===== config.mk =====
export PLATFORM = sky130hd
export DESIGN_NAME = demux8_sequencer
export DESIGN_NICKNAME = d
export VERILOG_FILES = /design/src/rtl/demux8_pkg.sv /design/src/rtl/rr_pick8.sv /design/src/rtl/demux8_sequencer.sv
export SDC_FILE = /design/constraint.sdc
export NUM_CORES = 1
export LEC_CHECK = 0
export CAP_MARGIN = 10
export CORE_MARGIN = 2
export CORE_UTILIZATION = 46
export CTS_CLUSTER_DIAMETER = 80
export CTS_CLUSTER_SIZE = 12
export DETAILED_ROUTE_END_ITERATION = 12
export GPL_ROUTABILITY_DRIVEN = 0
export PLACE_DENSITY = 0.76
export SLEW_MARGIN = 30
export SYNTH_ARGS = -nofsm -noshare
export SYNTH_HDL_FRONTEND = slang
export SYNTH_SLANG_ARGS = --single-unit

===== constraint.sdc =====
create_clock -name clk -period 4.2 [get_ports clk]
set_input_delay 1.26 -clock clk [delete_from_list [all_inputs] [get_ports clk]]
set_output_delay 1.26 -clock clk [all_outputs]
set_load 0.02 [all_outputs]

===== src/rtl/demux8_pkg.sv =====
// Shared widths and the controller state type for the 8-way demux sequencer.
package demux8_pkg;

  localparam int unsigned LANES  = 8;
  localparam int unsigned SEL_W  = 3;
  localparam int unsigned DROP_W = 8;

  typedef enum logic {
    IDLE = 1'b0,
    HOLD = 1'b1
  } state_t;

endpackage


===== src/rtl/rr_pick8.sv =====
// Rotating priority encoder: first set bit of mask searching from start upward, wrapping mod 8.
module rr_pick8
  import demux8_pkg::*;
(
  input  logic [LANES-1:0] mask,
  input  logic [SEL_W-1:0] start,
  output logic [SEL_W-1:0] idx,
  output logic             found
);

  logic [SEL_W-1:0] cand;

  always_comb begin
    idx   = '0;
    found = 1'b0;
    cand  = '0;
    for (int k = 0; k < int'(LANES); k++) begin
      cand = start + SEL_W'(k);
      if (!found && mask[cand]) begin
        idx   = cand;
        found = 1'b1;
      end
    end
  end

endmodule


===== src/rtl/demux8_sequencer.sv =====
// Steers a valid/ready word stream onto one of eight lanes, round-robin or addressed,
// holding one word at a time and counting words dropped for lack of an enabled target.
module demux8_sequencer
  import demux8_pkg::*;
#(
  parameter int unsigned WIDTH = 8
) (
  input  logic             clk,
  input  logic             rst,
  input  logic             mode,
  input  logic [LANES-1:0] lane_en,
  input  logic             in_valid,
  output logic             in_ready,
  input  logic [WIDTH-1:0] in_data,
  input  logic [SEL_W-1:0] in_dest,
  output logic [LANES-1:0] out_valid,
  input  logic [LANES-1:0] out_ready,
  output logic [WIDTH-1:0] out_data,
  output logic [SEL_W-1:0] sel,
  output logic             busy,
  output logic [DROP_W-1:0] drop_cnt
);

  state_t            state_q, state_d;
  logic [SEL_W-1:0]  ptr_q, ptr_d;
  logic [SEL_W-1:0]  sel_q, sel_d;
  logic [WIDTH-1:0]  data_q, data_d;
  logic [LANES-1:0]  valid_q, valid_d;
  logic              busy_q, busy_d;
  logic [DROP_W-1:0] drop_q, drop_d;

  logic             complete;
  logic             accept;
  logic [SEL_W-1:0] rr_start;
  logic [SEL_W-1:0] rr_idx;
  logic             rr_found;
  logic             has_target;
  logic [SEL_W-1:0] target;

  // Handshake and target resolution; a word accepted on a completion cycle searches from sel+1.
  always_comb begin
    complete   = (state_q == HOLD) && out_ready[sel_q];
    in_ready   = (state_q == IDLE) || complete;
    accept     = in_valid && in_ready;
    rr_start   = complete ? (sel_q + SEL_W'(1)) : ptr_q;
    has_target = mode ? lane_en[in_dest] : rr_found;
    target     = mode ? in_dest : rr_idx;
  end

  rr_pick8 u_rr_pick8 (
    .mask  (lane_en),
    .start (rr_start),
    .idx   (rr_idx),
    .found (rr_found)
  );

  // Next-state and registered-output logic.
  always_comb begin
    state_d = state_q;
    ptr_d   = ptr_q;
    sel_d   = sel_q;
    data_d  = data_q;
    drop_d  = drop_q;

    if (complete) begin
      ptr_d   = sel_q + SEL_W'(1);
      state_d = IDLE;
    end

    if (accept) begin
      if (has_target) begin
        state_d = HOLD;
        sel_d   = target;
        data_d  = in_data;
      end else if (drop_q != {DROP_W{1'b1}}) begin
        drop_d = drop_q + DROP_W'(1);
      end
    end

    valid_d = (state_d == HOLD) ? (LANES'(1) << sel_d) : '0;
    busy_d  = (state_d == HOLD);
  end

  always_ff @(posedge clk or posedge rst) begin
    if (rst) begin
      state_q <= IDLE;
      ptr_q   <= '0;
      sel_q   <= '0;
      data_q  <= '0;
      valid_q <= '0;
      busy_q  <= 1'b0;
      drop_q  <= '0;
    end else begin
      state_q <= state_d;
      ptr_q   <= ptr_d;
      sel_q   <= sel_d;
      data_q  <= data_d;
      valid_q <= valid_d;
      busy_q  <= busy_d;
      drop_q  <= drop_d;
    end
  end

  assign out_valid = valid_q;
  assign out_data  = data_q;
  assign sel       = sel_q;
  assign busy      = busy_q;
  assign drop_cnt  = drop_q;

endmodule


## Word level (Yosys, flattened, before mapping)

Cells that the tools add are included.

| cells by class | value |
|---|---|
| $add $sub $neg | 9 |
| shift-type cells | 1 |
| $lt $le $gt $ge | 10 |
| equal/unequal tests | 1 |
| bitwise logic cells | 2 |
| reductions and logical operators | 19 |
| mux-type cells | 45 |

Operators by type and width:

| kind | number |
|---|---|
| 3-bit by 4-bit < comparator with 1-bit output, second input constant | 10 |
| 3-bit 2-to-1 mux | 12 |
| 1-bit binary-select mux with 3-bit select | 10 |
| 1-bit 2-to-1 mux | 22 |
| 3-bit adder, second input constant | 4 |
| 1-bit logical AND | 9 |
| 8-bit by 1-bit adder with 8-bit output, second input constant | 1 |
| 8-bit 2-to-1 mux | 1 |
| 8-bit inequality test, second input constant | 1 |
| 1-bit by 3-bit << shifter with 8-bit output, first input constant | 1 |
| 1-bit zero test | 7 |
| 3-bit by 1-bit adder with 3-bit output, second input constant | 2 |
| 3-bit by 2-bit adder with 3-bit output, second input constant | 2 |
| 3-bit AND reduction | 1 |
| 1-bit inverter | 2 |
| 2-bit AND reduction | 1 |
| 1-bit logical OR | 1 |

| word-level totals | value |
|---|---|
| bits of input ports | 31 |
| output and inout bits | 29 |
| bits in registers | 31 |
| logic and storage cells | 93 |

## Longest topological paths before layout

| logic depth | value |
|---|---|
| depth in word-level cells | 33 |
| depth in mapped cells | 19 |
| mapped depth without buffers | 18 |

## Hierarchy

From an unflattened synthesis, not the netlist that was laid out.

| unflattened totals | value |
|---|---|
| cell total of the unflattened synthesis | 261 |
| area total of the unflattened synthesis | 2725.1 um2 |

By module, submodules not included:

| module | instances | sequential area each (um2) | area each (um2) | cells each |
|---|---|---|---|---|
| demux8_sequencer | 1 | 775.7 | 1644.1 | 140 |
| rr_pick8 | 1 | 0.0 | 1081.0 | 121 |

## Worst setup path before layout

No wires, ideal clock.

| timing | value |
|---|---|
| kind | input port to flip-flop |
| start | in out_ready[6] |
| end | reg valid_q[5] (netlist: out_valid[5]) |
| cell stages on the path | 15 |
| data arrival time | 4.649 ns |
| setup time | 0.088 ns |
| data required time | 4.112 ns |
| setup slack | -0.537 ns |
| buffers on the path | 0 |
| cells stage by stage | mux2i_2 > a22o_1 > nor4_2 > nor2_4 > inv_2 > ha_1 > nor2b_1 > o32ai_4 > o211ai_4 > mux4_2 > and2_4 > nand4_4 > o311ai_4 > o41ai_4 > nor3b_1 |

| between the ends | value |
|---|---|
| word-level cells in the longest chain between the ends | 33 |
| elaborated cells on any way between the ends | 68 |
| classes of those cells | add/sub: 7; shift: 1; mux: 43; reduce/logical: 17 |

RTL lines:

| item | RTL line | text |
|---|---|---|
| start: declaration | demux8_sequencer.sv:17 | `input logic [LANES-1:0] out_ready,` |
| 1-bit binary-select mux with 3-bit select * | demux8_sequencer.sv:42 | `complete = (state_q == HOLD) && out_ready[sel_q];` |
| 1-bit 2-to-1 mux (not written as such) * | demux8_sequencer.sv:42 |  |
| 1-bit logical AND * | demux8_sequencer.sv:42 |  |
| branches (longest 27 deep; another with 3-bit by 1-bit adder with 3-bit output) | n/a |  |
| 3-bit 2-to-1 mux * | demux8_sequencer.sv:70 | `if (accept) begin` |
| net sel_d[0] | demux8_sequencer.sv:26 | `logic [SEL_W-1:0] sel_q, sel_d;` |
| 1-bit by 3-bit << shifter with 8-bit output * | demux8_sequencer.sv:80 | `valid_d = (state_d == HOLD) ? (LANES'(1) << sel_d) : '0;` |
| 8-bit 2-to-1 mux * | demux8_sequencer.sv:80 |  |
| net valid_d[5] | demux8_sequencer.sv:28 | `logic [LANES-1:0] valid_q, valid_d;` |
| end signal: assignment | demux8_sequencer.sv:98 | `valid_q <= valid_d;` |
| end: declaration | demux8_sequencer.sv:28 |  |

Mark *: on every way through the listed nets, which the timed path passes. The select of a mux whose other input is x is not followed.
A chain may end at the register's enable or synchronous reset.

## Final worst setup path

| timing | value |
|---|---|
| start | in out_ready[1] |
| end | reg valid_q[1] (netlist: out_valid[1]) |

Same word-level chain as after synthesis.

==> metrics.md <==
| Metric | Value |
|---|---|
| Run status | `finished, violations left` |
| Failing checks | `negative setup slack` |
| Post-synthesis compound-gate area fraction | `25.9%` |
| Synth Instances | `299` |
| Critical-path cell list | `buf_6 > mux2i_4 > a22o_1 > buf_4 > o31a_1 > nor2_4 > inv_4 > ha_4 > nor2_2 > o32ai_4 > o211ai_4 > mux4_2 > and2_4 > nand4_4 > o311ai_4 > buf_6 > o41ai_4 > buf_4 > nor3b_2` |
| Crit path from | `out_ready[1]` |
| Clock Latency Late Sink | `0.29 ns` |
| Root Buffer | `clkbuf_8` |
| Unique masters post-synth | `70` |
| Fmax | `0.221 GHz` |
| Tcrit/Tclk final | `108%` |
| Largest net degree at the start of global routing | `32` |
| CP Launch Type | `input port` |
| Post-DR vias/cell | `around 6.1` |
| Clk sinks | `31` |
| Routed Antenna Nets | `0` |
| Max-slew violations | `0` |
| Post-synthesis sequential area ratio | `around 27%` |
| Starting Density | `47.8%` |
| Largest family of logic cells by synthesized area | `compound AO/OA/AOI/OAI gates` |
| WHS Endpoint | `out_data[1]$_DFFE_PP0P_` |
| Fin worst setup slack | `-0.316 ns` |
| Area leader, netlist | `dfrtp_1` |
| Setup Skew | `between 0.009 and 0.01 ns` |
| Crit-path max cell delay | `0.59 ns` |
| Ys flop type | `dfrtp_1` |
| Seq cells post-synth | `31` |
| Worst hold-check path type | `register to register` |
| Critical path class | `input port to register` |
| H-tree levels | `2` |
| Ant diodes | `0` |
| Area share of the largest cell type after synthesis | `between 20% and 30%` |
| First drt pass iteration count | `7` |
| Core area | `5960 sq um` |
| RSZ-0062 raised after global routing | `true` |
| Critical Path RT | `4.39 ns` |
| Max-cap violations | `0` |
| IO buf count | `59` |
| Initial antenna violation count | `0` |
| DR vias | `about 3.3k` |
| FF-to-FF setup slack | `-0.11 ns` |
| Synth Area in Adders | `between 1.5 and 2%` |
| Die Height | `~83 um` |
| CP max-delay cell | `mux4_2` |
| Most common cell after layout, fill and taps aside | `buf_4` |
| Worst Reg2Reg Path Length in Cells | `19` |
| Layout cells sized above 1 | `44.1%` |
| # DRC | `0` |
| Syn. warnings | `0` |
| Drt total wl | `10500 um` |
| Family with the most delay on the worst path | `compound AO/OA/AOI/OAI gates` |
| Ys async rst share | `100%` |
| Worst-path clk slew | `0.06 ns` |
| Synth area leaders | `dfrtp_1 27%, nand2_1 5.9%, mux2_2 5.5%, mux4_2 5.5%, mux2i_1 4.2%` |
| CP max FO | `6` |
| Grt total ovfl | `0` |
| Hold_buf cts | `0` |
| Mean Syn Cell Area | `9.51 sq um` |
| CTS Buf Count | `5` |
| First-pass GRT wire length | `16300 um` |
| Simple-gate share of the synthesized area | `20.4%` |
| CTS tree | `done` |
| Row count | `28` |
| Die area | `6830 sq um` |
| Slew @ Worst Pin | `about 0.90 ns` |
| Final Setup Violations | `27` |
| Hold path cells | `1` |
| TNS Setup | `-5.43 ns` |
| CP Buf/Inv Count | `5` |
| Total track usage | `31.5%` |
| DR WL/cell | `19.7 um` |
| Netlist Area Pre-Place | `2840 sq um` |
| Vias in the first global route | `~3.3k` |
| Chip width | `82.6 um` |
| Ports | `60` |
| Worst reg2reg path endpoint | `out_valid[1]$_DFF_PP0_` |
| Critical path endpoint category | `register` |
| Rel. slew slack | `between 30% and 40%` |
| Nets | `492` |
| Mux share of post-synthesis cell area | `~18%` |
| Most frequent cells in the layout | `91 x buf_4, 50 x clkdlybuf4s50_1, 40 x nand2_1` |
| Clk buf depth | `2` |
| WP data arrival | `4.71 ns` |
| Min-delay src | `out_data[1]$_DFFE_PP0P_` |
| Post-synthesis xor/xnor area fraction | `3.08%` |
| Syn nets | `334` |
| Final hold vios | `0` |
| DP HPWL | `7170 um` |
| Initial DRC count | `272` |
| Area grow syn2layout | `64.3%` |
| EDFF count, synth | `0` |
| Fillers | `354` |
| RR Startpoint | `sel[0]$_DFF_PP0_` |
| Period minus WS final | `between 4 and 5 ns` |
## Yosys cell counts, types with 3 or more instances
cell type,instances
o22ai_1,6
nand4_1,3
a32oi_1,6
nor3_1,9
mux2i_2,4
a2111oi_2,6
a22o_1,5
nor2_1,25
dfrtp_1,31
a21oi_1,6
o21ai_0,6
nor3b_1,6
and2_1,5
mux2i_1,12
a31oi_1,4
buf_2,3
xnor2_1,6
o211ai_1,3
inv_2,3
nor2b_1,4
ha_1,4
clkbuf_1,6
mux4_2,7
xor2_1,4
nand2_1,45
inv_1,9
a22oi_1,4
mux2_2,14
and3_1,3
buf_4,3
## state kept, by name (all words and copies together), names as in the netlist
register   flops
sel            3
busy           1
out_valid      8
ptr_q          3
drop_cnt       8
out_data       8
## repair_timing
action	4_1_cts	5_1_grt
endpoints found under the setup margin	29	29
gates cloned	1	1
resized for setup	71	21
pin swaps	30	8
setup buffers	12	4
## area by class of cell
class | instances | area (sq um) | share of cell area [%]
Clock buffer | 6 | 72.6 | 1.55
Clock inverter | 2 | 12.5 | 0.268
Inverter | 13 | 53.8 | 1.15
Multi-Input combinational cell | 243 | 2210 | 47.3
Sequential cell | 31 | 776 | 16.6
Tap cell | 75 | 93.8 | 2.01
Timing Repair Buffer | 163 | 1460 | 31.1
## cell families (layout without fill, tap and decap cells)
group	after synthesis	in the layout
AO/OA/AOI/OAI	77	77
XOR/XNOR	10	10
adder cells (fa/ha/maj)	4	4
buffers and inverters	25	184
flip-flops	31	31
multiplexers	38	38
AND/OR/NAND/NOR	114	114
## per-stage QoR
stage / area, sq um / instances / util, % / setup WS, ns / hold WS [ns]
2_1_floorplan: 2910 / 299 / - / -0.415 / 0.594
3_3_place_gp: 4190 / 508 / 70.3 / -0.932 / 0.486
3_5_place_dp: 4190 / 508 / 70.3 / -1.04 / 0.493
4_1_cts: 4530 / 528 / 76.1 / -0.236 / 0.507
5_1_grt: 4670 / 533 / 78.4 / -0.464 / 0.521
6_report: 4670 / 533 / 78.4 / -0.316 / 0.502
## layer usage
| metal | global-route usage (%) | vias up | wire length, um |
|---|---|---|---|
| met5 | 0 | - | 0 |
| met4 | 10.0 | 0 | 406 |
| met3 | 6.74 | 42 | 829 |
| met2 | 57.8 | 200 | 5340 |
| met1 | 36.2 | 1563 | 3930 |
| li1 | - | 1458 | - |
## how the worst max path moves through the flow
stage                             end  slack (ns)  cells past startpoint
6_report       out_valid[1]$_DFF_PP0_       -0.32                     19
5_1_grt        out_valid[3]$_DFF_PP0_       -0.46                     17
3_5_place_dp   out_valid[0]$_DFF_PP0_       -1.04                     18
4_1_cts        out_valid[1]$_DFF_PP0_       -0.24                     18
2_1_floorplan  out_valid[5]$_DFF_PP0_       -0.41                     16
3_3_place_gp   out_valid[0]$_DFF_PP0_       -0.93                     20
Power is not shown: default switching activity piles up to over one toggle a cycle in this logic, so the estimate is an artifact.
